$ cat src/rtl/asic_cellbist5.sv
// Exhaustive 32-pattern BIST driver/checker for five-input oa221/ao221 family cells.
// Drives are registered; z is compared LAT cycles after its pattern is driven.
module asic_cellbist5 #(
  parameter string FUNC = "OA221",
  parameter int    LAT  = 1,
  parameter string PROP = "DEFAULT"
) (
  input  logic       clk,
  input  logic       reset,
  input  logic       start,
  output logic       a0,
  output logic       a1,
  output logic       b0,
  output logic       b1,
  output logic       c0,
  input  logic       z,
  output logic       busy,
  output logic       done,
  output logic       pass,
  output logic [5:0] fail_count,
  output logic [4:0] fail_vec
);

  localparam bit IS_AO  = (FUNC == "AO221") || (FUNC == "AOI221");
  localparam bit IS_INV = (FUNC == "OAI221") || (FUNC == "AOI221");
  localparam int PD     = (LAT > 0) ? LAT : 1;

  typedef enum logic [1:0] {S_IDLE, S_DRIVE, S_DRAIN, S_DONE} state_t;

  state_t     state_q, state_d;
  logic [4:0] pat_q, pat_d;
  logic [1:0] drn_q, drn_d;
  logic [5:0] fcnt_q, fcnt_d;
  logic [4:0] fvec_q, fvec_d;
  logic       first_q, first_d;
  // Pipeline entry: {valid, expected, pattern index}
  logic [6:0] pipe_q [PD];
  logic [6:0] pipe_d [PD];
  logic [6:0] stage0;
  logic [6:0] cmp;
  logic       gold_raw;
  logic       gold;

  always_comb begin
    if (IS_AO) gold_raw = (pat_q[0] & pat_q[1]) | (pat_q[2] & pat_q[3]) | pat_q[4];
    else       gold_raw = (pat_q[0] | pat_q[1]) & (pat_q[2] | pat_q[3]) & pat_q[4];
    gold   = gold_raw ^ IS_INV;
    stage0 = {state_q == S_DRIVE, gold, pat_q};
    cmp    = (LAT == 0) ? stage0 : pipe_q[PD-1];
    pipe_d[0] = stage0;
    for (int i = 1; i < PD; i++) pipe_d[i] = pipe_q[i-1];
  end

  always_comb begin
    state_d = state_q;
    pat_d   = pat_q;
    drn_d   = drn_q;
    fcnt_d  = fcnt_q;
    fvec_d  = fvec_q;
    first_d = first_q;

    if (cmp[6] && (z != cmp[5])) begin
      fcnt_d = fcnt_q + 6'd1;
      if (!first_q) begin
        fvec_d  = cmp[4:0];
        first_d = 1'b1;
      end
    end

    case (state_q)
      S_IDLE, S_DONE: begin
        if (start) begin
          state_d = S_DRIVE;
          pat_d   = 5'd0;
          fcnt_d  = 6'd0;
          fvec_d  = 5'd0;
          first_d = 1'b0;
        end
      end
      S_DRIVE: begin
        if (pat_q == 5'd31) begin
          pat_d   = 5'd0;
          drn_d   = 2'd0;
          state_d = (LAT > 0) ? S_DRAIN : S_DONE;
        end else begin
          pat_d = pat_q + 5'd1;
        end
      end
      S_DRAIN: begin
        // Hold off DONE until the last pattern's compare has landed
        if (drn_q == 2'(LAT - 1)) state_d = S_DONE;
        else                      drn_d   = drn_q + 2'd1;
      end
      default: state_d = S_IDLE;
    endcase
  end

  always_ff @(posedge clk) begin
    if (reset) begin
      state_q <= S_IDLE;
      pat_q   <= 5'd0;
      drn_q   <= 2'd0;
      fcnt_q  <= 6'd0;
      fvec_q  <= 5'd0;
      first_q <= 1'b0;
      for (int i = 0; i < PD; i++) pipe_q[i] <= 7'd0;
    end else begin
      state_q <= state_d;
      pat_q   <= pat_d;
      drn_q   <= drn_d;
      fcnt_q  <= fcnt_d;
      fvec_q  <= fvec_d;
      first_q <= first_d;
      for (int i = 0; i < PD; i++) pipe_q[i] <= pipe_d[i];
    end
  end

  assign a0         = pat_q[0];
  assign a1         = pat_q[1];
  assign b0         = pat_q[2];
  assign b1         = pat_q[3];
  assign c0         = pat_q[4];
  assign busy       = (state_q == S_DRIVE) || (state_q == S_DRAIN);
  assign done       = (state_q == S_DONE);
  assign pass       = done && (fcnt_q == 6'd0);
  assign fail_count = fcnt_q;
  assign fail_vec   = fvec_q;

endmodule

$ cat config.mk
export PLATFORM = sky130hd
export DESIGN_NAME = asic_cellbist5
export DESIGN_NICKNAME = d
export VERILOG_FILES = /design/src/rtl/asic_cellbist5.sv
export SDC_FILE = /design/constraint.sdc
export NUM_CORES = 1
export LEC_CHECK = 0
export BUFFER_PORTS_ARGS = -buffer_cell sky130_fd_sc_hd__buf_2
export CELL_PAD_IN_SITES_DETAIL_PLACEMENT = 0
export CELL_PAD_IN_SITES_GLOBAL_PLACEMENT = 1
export CORE_AREA = 3 3 65 67
export CTS_CLUSTER_SIZE = 10
export DETAILED_ROUTE_END_ITERATION = 10
export DIE_AREA = 0 0 68 70
export HOLD_SLACK_MARGIN = 0.1
export PLACE_DENSITY = 0.69
export REMOVE_ABC_BUFFERS = 1
export SKIP_LAST_GASP = 1
export SLEW_MARGIN = 20
export SYNTH_ARGS = -nofsm -noshare
export SYNTH_HDL_FRONTEND = slang
export SYNTH_SLANG_ARGS = --single-unit
export TNS_END_PERCENT = 100
$ cat constraint.sdc
create_clock -name clk -period 1.9 [get_ports clk]
set_input_delay 0.095 -clock clk [delete_from_list [all_inputs] [get_ports clk]]
set_output_delay 0.095 -clock clk [all_outputs]
set_load 0.03 [all_outputs]
=== After elaboration in Yosys (flattened, before gate mapping) ===
Memory sizes are Yosys's and may differ from the RTL's.
Cells that the tools add are included.

* Register bits after elaboration: 21
* Bits in writable memories: 7
* Input bits: 4
* Output and inout bits: 19
* Memories kept: 1

* Add/sub/neg operators: 3
* Eq/ne operators: 9
* Muxes and demuxes: 25
* Bitwise gates (word level): 4
* Reductions and logical operators: 13

{| class="wikitable"
|+ Memory list
! name !! words !! width !! rd ports !! clocked after Yosys merged registers in !! write ports !! line !! source
|-
| pipe_q || 1 || 7 || 1 || 0 || 1 || 37 || <nowiki>logic [6:0] pipe_q [PD];</nowiki>
|}

{| class="wikitable"
|+ Operators with widths
! operator !! number
|-
| 5-bit 2-to-1 mux || 6
|-
| 6-bit 2-to-1 mux || 3
|-
| 2-bit 2-to-1 mux || 5
|-
| 5-bit one-hot mux with 2 select lines || 1
|-
| 1-bit 2-to-1 mux || 7
|-
| 7-bit 2-to-1 mux || 1
|-
| 7-bit OR reduction || 1
|-
| 6-bit by 1-bit adder with 6-bit output (second input constant) || 1
|-
| 6-bit logical NOT || 1
|-
| 2-bit != test (second input constant) || 3
|-
| 2-bit one-hot mux with 3 select lines || 1
|-
| 3-bit AND reduction || 2
|-
| 5-bit by 1-bit adder with 5-bit output (second input constant) || 1
|-
| 5-bit equality test (second input constant) || 1
|-
| 2-bit equality test (second input constant) || 2
|-
| 2-bit logical NOT || 2
|-
| 2-bit one-hot mux with 2 select lines || 1
|-
| 2-bit nonzero test || 2
|-
| 2-bit by 1-bit adder with 2-bit output (second input constant) || 1
|-
| 1-bit AND || 2
|-
| 2-bit by 1-bit equality test with 1-bit output (second input constant) || 1
|-
| 1-bit logical AND || 2
|-
| 2-bit by 1-bit != test with 1-bit output (second input constant) || 1
|-
| 1-bit OR || 2
|-
| other kinds (4) || 4
|}

=== Longest topological paths before layout ===
Gate-level depths: netlist (run 1).

* Word-level depth: 5
* Depth in mapped cells: 7

=== Least setup slack after synthesis (run 1) ===
Ideal clock, no wire load.

* Kind: reg2out
* From: register state_q[0]
* To: output pass
* Arrival: 1930 ps
* Required time: 1805 ps
* Setup slack: -125 ps
* Cell stages (with the launch flop): 4
* Path through: dfxtp_1 > ha_1 > or4b_1 > nor3b_1

* Longest elaborated chain between the ends: 2

{| class="wikitable"
|+ RTL lines
! item !! line !! source
|-
| from (decl) || 30 || <nowiki>state_t state_q, state_d;</nowiki>
|-
| from (signal assigned) || 108 || <nowiki>state_q <= state_d;</nowiki>
|-
| 2-bit equality test || 124 || <nowiki>assign done = (state_q == S_DONE);</nowiki>
|-
| named net done || 18 || <nowiki>output logic done,</nowiki>
|-
| 1-bit logical AND || 125 || <nowiki>assign pass = done && (fcnt_q == 6'd0);</nowiki>
|-
| to (decl) || 19 || <nowiki>output logic pass,</nowiki>
|}

The timed path passes the listed nets, and every way through them passes these cells.

=== Final worst setup path (run 1) ===
* From: register pat_q[1]
* To: register pat_q[3]

* Longest elaborated chain between the ends: 3

{| class="wikitable"
|+ RTL lines
! item !! line !! source
|-
| from (decl) || 31 || <nowiki>logic [4:0] pat_q, pat_d;</nowiki>
|-
| from (signal assigned) || 109 || <nowiki>pat_q <= pat_d;</nowiki>
|-
| 5-bit by 1-bit adder with 5-bit output / 5-bit equality test (equally long branches) || 86, 81 ||
|-
| 5-bit 2-to-1 mux (*) || 81 || <nowiki>if (pat_q == 5'd31) begin</nowiki>
|-
| 5-bit one-hot mux with 2 select lines (*) || 70 || <nowiki>case (state_q)</nowiki>
|}

Mark *: on every way between the ends. The rest lies on a longest branch, timed or not.
A chain may end at the register's enable or synchronous reset.

==> results of run 1 <==
==> cells in the mapped netlist (all sizes together) <==
master	n	area, um2
a21o	1	7.510
and2	2	12.51
or4b	1	10.01
a2bb2oi	1	8.760
or3	2	12.51
a32oi	3	26.28
or4	1	7.510
nand2b	3	28.78
nand3b	1	7.510
mux2i	6	60.06
nand4	3	18.77
dfxtp	28	560.5
xor2	2	17.52
and3	1	6.260
nor3b	2	15.01
nand2	4	15.01
xnor2	3	26.28
a21oi	9	45.04
ha	10	125.1
a31oi	4	25.02
clkbuf	3	11.26
nor2	19	71.32
or2	1	6.260
nand3	3	15.01
o21ai	7	35.03
nor3	2	10.01
nor2b	8	50.05
inv	9	33.78
==> registers in the layout, indices dropped and copies added (netlist names) <==
signal and flops:
drn_q 2, fail_count 6, fail_vec 5, first_q 1, pat_q 5, pipe_q 7
state_q 2
==> report_power, final <==
part	internal [mW]	leakage, nW	switching, mW
clock	0.282	0.0357	0.185
combinational	0.227	0.417	0.406
sequential	0.637	0.227	0.0462
==> final cells by class <==
class,instances,share of cell area [%]
Tap cell,48,3.880
Timing Repair Buffer,27,9.539
Sequential cell,28,36.54
Multi-Input combinational cell,99,43.25
Clock buffer,3,2.668
Inverter,9,2.183
Clock inverter,1,1.940
==> worst reg2reg max path, delay by kind of cell, from the launching register on <==
| kind | cells | cell delay, ns |
|---|---|---|
| AOI/OAI and AO/OA | 1 | 0.15 |
| and+or+nand+nor | 3 | 0.87 |
| adders and majority gates | 2 | 0.36 |
| DFF | 1 | 0.37 |
==> routing by layer <==
layer | vias up | GRT usage, % | wire length (um)
met1 | 488 | 15.42 | 1218
met4 | 0 | 3.311 | 10
met2 | 24 | 17.77 | 1116
met5 | - | 0 | 0
met3 | 2 | 2.894 | 162
li1 | 533 | - | -
==> placed cells by master, fill, tap and decap left out, types with 2 or more instances in the layout <==
master | synthesis | routed
a21oi_1 | 9 | 9
a31oi_1 | 4 | 4
a32oi_1 | 3 | 3
and2_1 | 2 | 2
buf_2 | 0 | 22
buf_4 | 0 | 5
clkbuf_8 | 0 | 3
dfxtp_1 | 28 | 26
ha_1 | 10 | 9
inv_1 | 9 | 9
mux2i_1 | 6 | 6
nand2_1 | 4 | 4
nand3_1 | 3 | 3
nand4_1 | 3 | 3
nor2_1 | 19 | 19
nor2b_1 | 8 | 8
nor3_1 | 2 | 2
nor3b_1 | 2 | 2
o21ai_0 | 5 | 5
or3_1 | 2 | 2
xnor2_1 | 3 | 3
xor2_1 | 2 | 2
==> worst max-delay path by stage <==
stage / slack (ns) / end / cells after the start
2_1_floorplan: -0.12 / pass / 3
3_3_place_gp: 0.15 / pat_q[3]$_SDFFE_PP0P_ / 6
3_5_place_dp: 0.08 / pat_q[3]$_SDFFE_PP0P_ / 6
4_1_cts: 0.02 / pass / 4
5_1_grt: 0.01 / pat_q[3]$_SDFFE_PP0P_ / 6
6_report: 0.09 / pat_q[3]$_SDFFE_PP0P_ / 6
==> metrics by stage <==
stage / setup slack (ns) / power (mW) / cell area [um2] / hold slack (ns)
global route: 0.01285 / 1.898 / 1548 / 0.1753
CTS: 0.02130 / 1.789 / 1536 / 0.1610
global placement: 0.1465 / 1.299 / 1465 / 0.4414
finish: 0.09176 / 1.782 / 1548 / 0.1660
floorplan: -0.1246 / 1.136 / 1257 / 0.1617
detailed placement: 0.08482 / 1.309 / 1465 / 0.4485
==> kinds of logic (layout without fill, tap and decap cells) <==
family / count (synthesis) / in the layout / share of synthesized area [%]
flip-flops: 28 / 28 / 44.18
XOR/XNOR: 5 / 5 / 3.452
adder cells (fa/ha/maj): 10 / 10 / 9.862
multiplexers: 6 / 6 / 4.734
AND/OR/NAND/NOR: 53 / 53 / 22.58
buffers and inverters: 12 / 40 / 3.550
AO/OA/AOI/OAI: 25 / 25 / 11.64
==> timing repair <==
item	in CTS	in global routing
endpoints found under the setup margin	0	2
resized for setup	0	5
hold buffers	0	0
==> metrics.md, run 1 <==
| Metric | Value |
|---|---|
| CP startpoint | pat_q[1]$_SDFFE_PP0P_ |
| Routability Congestion | 0.8569 |
| Leak pwr | 0.6803 nW |
| Via count | 1047 |
| Initial antenna violation count | 0 |
| Hold Crit Endpoint | pipe_q[0][1]$_SDFF_PP0_ |
| Max Cap Viol | 0 |
| Final setup fails | 0 |
| RR Endpoint | pat_q[3]$_SDFFE_PP0P_ |
| Footprint of the multi-input gates | 669.4 um2 |
| #FFs+latches synth | 28 |
| HP Start | reset |
| WL/cell | 11.67 um |
| Final Hold Viols | 0 |
| DR vias/cell | about 4.9 |
| Die X | 68 um |
| DRC violations left | 0 |
| Drt pass-1 iters | 4 |
| CP peak stage delay | 0.51 ns |
| Setup TNS | 0 ns |
| Worst Hold Depth | 2 |
| FF-to-FF path depth | 6 |
| # Post-CTS Setup Buffers | 0 |
| Reg2Reg Setup Slack | approximately 0.092 ns |
| Hpwl dp | between 1.5 and 2 mm |
| Clock Root Buffer | clkbuf_8 |
| Avg Cell Area, Syn | 9.127 um2 |
| RSZ-0062 raised after global routing | no |
| Critical R2R Launch | pat_q[1]$_SDFFE_PP0P_ |
| Starting Density | 34.40% |
| Synthesized instance count | 139 |
| Port Buffer Count | 22 |
| Final core occ | 41.96% |
| CP top delay family | simple AND/OR/NAND/NOR gates |
| Gr usage total | 11.45% |
| # nets final | 182 |
| Min-Delay Path Class | primary input to flop |
| # clock sinks | 28 |
| Pwr Density | 1152 nW/um2 |
| CTS tree | yes |
| Clock Latency Late Sink | between 0.2 and 0.3 ns |
| Relative slew slack | around 73% |
| Final Max Tran Viols | 0 |
| Worst EP required | 2.11 ns |
| Sequential area share after synthesis | 44.18% |
| Layout filler cell count | between 300 and 400 |
| Largest net degree at the start of global routing | 17 |
| Slowest stage cell, crit path | or4_1 |
| Tcrit/Tclk final | 95.17% |
| F_max | 0.5530 GHz |
| Drt total wl | 2.508 mm |
| Die height | 70 um |
| Final std cells w/o fill | 215 |
| Critical-path cell list | ha_2, and3_1, ha_1, nand2b_2, or4_1, a21oi_1 |
| I/O Pins | 23 |
| WP buf/inv | 0 |
| Tmin final | 1.808 ns |
| Global-route wire length before repair | 4.367 mm |
| Sequential Area | 565.5 um2 |
| Netlist cell types | 31 |
| Tightest Pin Transition | 0.4011 ns |
| Total die area | 4760 um2 |
| H-tree depth | 1 |
| Synth Warn # | 0 |
| Diode count | 0 |
| FP Rows | 22 |
| TritonCTS buffer count | 3 |
| Peak supply drop | 0.0004700 V |
| Fraction of layout cells with a size suffix above 1 | 22.16% |
| Buffer depth of the longest clock path | 2 |
| Run status | complete, no violations |
| Total grt overflow | 0 |
| Clk_skew | between 0.003 and 0.004 ns |
| Post-Syn Area | 1269 um2 |
| Number of global-route vias before repair | approximately 1000 |
| Worst-path fanout max | 5 |
| Critical path type | flop to flop |
| Area growth, synth to finish | 21.99% |
| Crit end category | flop |
| Startpoint types | flop |
| Antenna-violating nets left | 0 |
| Worst-path clk slew | 0.10 ns |
| Dpl cells | 211 |
| Initial DRC Count | 37 |
| Worst EP arrival | about 2 ns |
| Area of the core | ~3700 um2 |
Note: power is estimated with default switching activity, not from simulation.
==> run 2: changes to the inputs <==
==> constraint.sdc (replaced) <==
create_clock -name clk -period 1.9 [get_ports clk]
set_input_delay 0.475 -clock clk [delete_from_list [all_inputs] [get_ports clk]]
set_output_delay 0.475 -clock clk [all_outputs]
set_load 0.03 [all_outputs]
==> run 2 against run 1 <==
  * Largest power group is now combinational cells
  * Critical path type is now flop to primary output
  * Worst setup slack got worse by 0.22 ns
  * Flip-flop and latch count unchanged
  * The flow now finishes with violations (negative setup slack)
  * Critical path depth down 2
==> metrics.md, run 2 (same netlist as run 1, synthesis figures left out) <==
| Metric | Value |
|---|---|
| CTS tree | yes |
| Drt total wl | roughly 2.6 mm |
| Diode count | 0 |
| Global-route wire length before repair | 4.326 mm |
| Max Cap Viol | 0 |
| Clock Root Buffer | clkbuf_8 |
| # nets final | 186 |
| Routability Congestion | 0.8256 |
| Min-Delay Path Class | flop to flop |
| Critical path type | flop to primary output |
| Relative slew slack | 71.80% |
| Crit end category | primary output |
| Worst EP required | 1.42 ns |
| WL/cell | 11.76 um |
| Final Max Tran Viols | 0 |
| Max FFs per register | 7 |
| Largest net degree at the start of global routing | 17 |
| Sw Ratio | about a third |
| Buffer depth of the longest clock path | 2 |
| Starting Density | 34.40% |
| Peak supply drop | 0.0005196 V |
| Clk_skew | roughly 0.0024 ns |
| Worst EP arrival | 1.55 ns |
| Area growth, synth to finish | 26.73% |
| Die X | 68 um |
| Total grt overflow | 0 |
| Flop pwr share | 34.2% |
| Worst-path clk slew | ~0.10 ns |
| Hpwl dp | ~1.8 mm |
| Setup TNS | -0.1239 ns |
| CP top delay family | simple AND/OR/NAND/NOR gates |
| Most common cell after layout, fill and taps aside | dfxtp_1 |
| FP Rows | 22 |
| Die height | approximately 70 um |
| Clock power share | 23.9% |
| Layout filler cell count | 379 |
| Via count | 1041 |
| TritonCTS buffer count | 3 |
| Failing checks | negative setup slack |
| Drt pass-1 iters | 4 |
| Tcrit/Tclk final | 106.5% |
| DRC violations left | 0 |
| Tmin final | 2.024 ns |
| Number of global-route vias before repair | 1015 |
| Run status | complete, but fails checks |
| Antenna-violating nets left | 0 |
| H-tree depth | 1 |
| Final setup fails | 1 |
| Psw | just under 0.7 mW |
| Pwr Density | 1222 nW/um2 |
| Fraction of layout cells with a size suffix above 1 | 26.90% |
| Gr usage total | ~12% |
| P_int | 1.282 mW |
| Clock Latency Late Sink | 0.27 ns |
| Initial DRC Count | 32 |
| RSZ-0062 raised after global routing | yes |
| I/O Pins | 23 |
| Tightest Pin Transition | 0.4230 ns |
| Critical-path cell list | ha_1, or4b_4, nor3b_2, buf_4 |
| # clock sinks | 28 |
| Final setup margin | -0.1239 ns |
| DR vias/cell | 4.753 |
| Top reg by flops | pipe_q |
| Total die area | 4760 um2 |
| Final Hold Viols | 0 |
| CP peak stage delay | 0.46 ns |
| Startpoint types | flop |
| Leak pwr | 0.7097 nW |
| Worst-path fanout max | 2 |
| Area of the core | 3689 um2 |
| F_max | 0.4941 GHz |
| Dpl cells | 212 |
| Initial antenna violation count | 0 |
| Final hold slack | 0.4692 ns |
| Slowest stage cell, crit path | or4b_4 |
| Final std cells w/o fill | 219 |
| Logic pwr share | roughly two fifths |
| WP buf/inv | 1 |
| Port Buffer Count | 22 |
| Most frequent cells in the layout | dfxtp_1 (25), buf_2 (20), nor2_1 (19) |
[run 2: tightest hold or removal path: cells and delay by family (launching register included)]
| kind | cells | cell delay (ns) |
|---|---|---|
| compound gates | 1 | 0.04 |
| simple gates | 1 | 0.07 |
| flops | 1 | 0.33 |
[run 2: power groups by stage]
stage                     Clock, mW  Sequential (mW)  Combinational [mW]
after floorplan                   0            0.713               0.423
after global placement            0            0.681               0.671
after detailed placement          0            0.684               0.677
final                         0.470            0.671               0.823
after CTS                     0.488            0.671               0.719
after global routing          0.512            0.678               0.898
[run 2: what timing repair did]
action                                  in CTS  in global routing
setup buffers                                1                  2
hold endpoints to repair                     0                  0
pin swaps                                    0                  0
hold buffers                                 0                  0
resized for setup                            6                  7
endpoints found under the setup margin       2                  3
[run 2: per-layer routing]
metal	routed length, um	global-route usage [%]
met1	1262	15.48
met2	1140	17.34
met3	130	2.572
met4	42	5.298
met5	0	0
[run 2: area by class of cell]
cell class              instances  area (um2)  share of cell area [%]
multi-input cells              99       691.9                   43.04
flip-flops and latches         28       564.3                   35.10
repair buffers                 31       186.4                   11.60
well taps                      48       60.06                   3.735
clock buffers                   3       41.29                   2.568
inverters                       9       33.78                   2.101
clock inverters                 1       30.03                   1.868
[run 2: path summary, 6_finish.rpt]
path	depth (start not counted)	to	startpoint	slack [ns]
setup reg to reg	6	pat_q[3]$_SDFFE_PP0P_	pat_q[1]$_SDFFE_PP0P_	0.09
hold / removal	2	first_q$_SDFF_PP0_	first_q$_SDFF_PP0_	0.47
setup / recovery	4	pass	state_q[0]$_SDFFE_PP0P_	-0.12
hold reg to reg	2	first_q$_SDFF_PP0_	first_q$_SDFF_PP0_	0.47
[run 2: stage by stage]
stage,cell area [um2],power (mW),util [%],setup slack [ns]
after global placement,1473,1.352,39.93,0.08645
after CTS,1568,1.879,42.50,-0.1518
after global routing,1608,2.088,43.59,-0.1920
after floorplan,1257,1.136,-,-0.5046
after detailed placement,1473,1.361,39.93,0.05441
final,1608,1.964,43.59,-0.1239
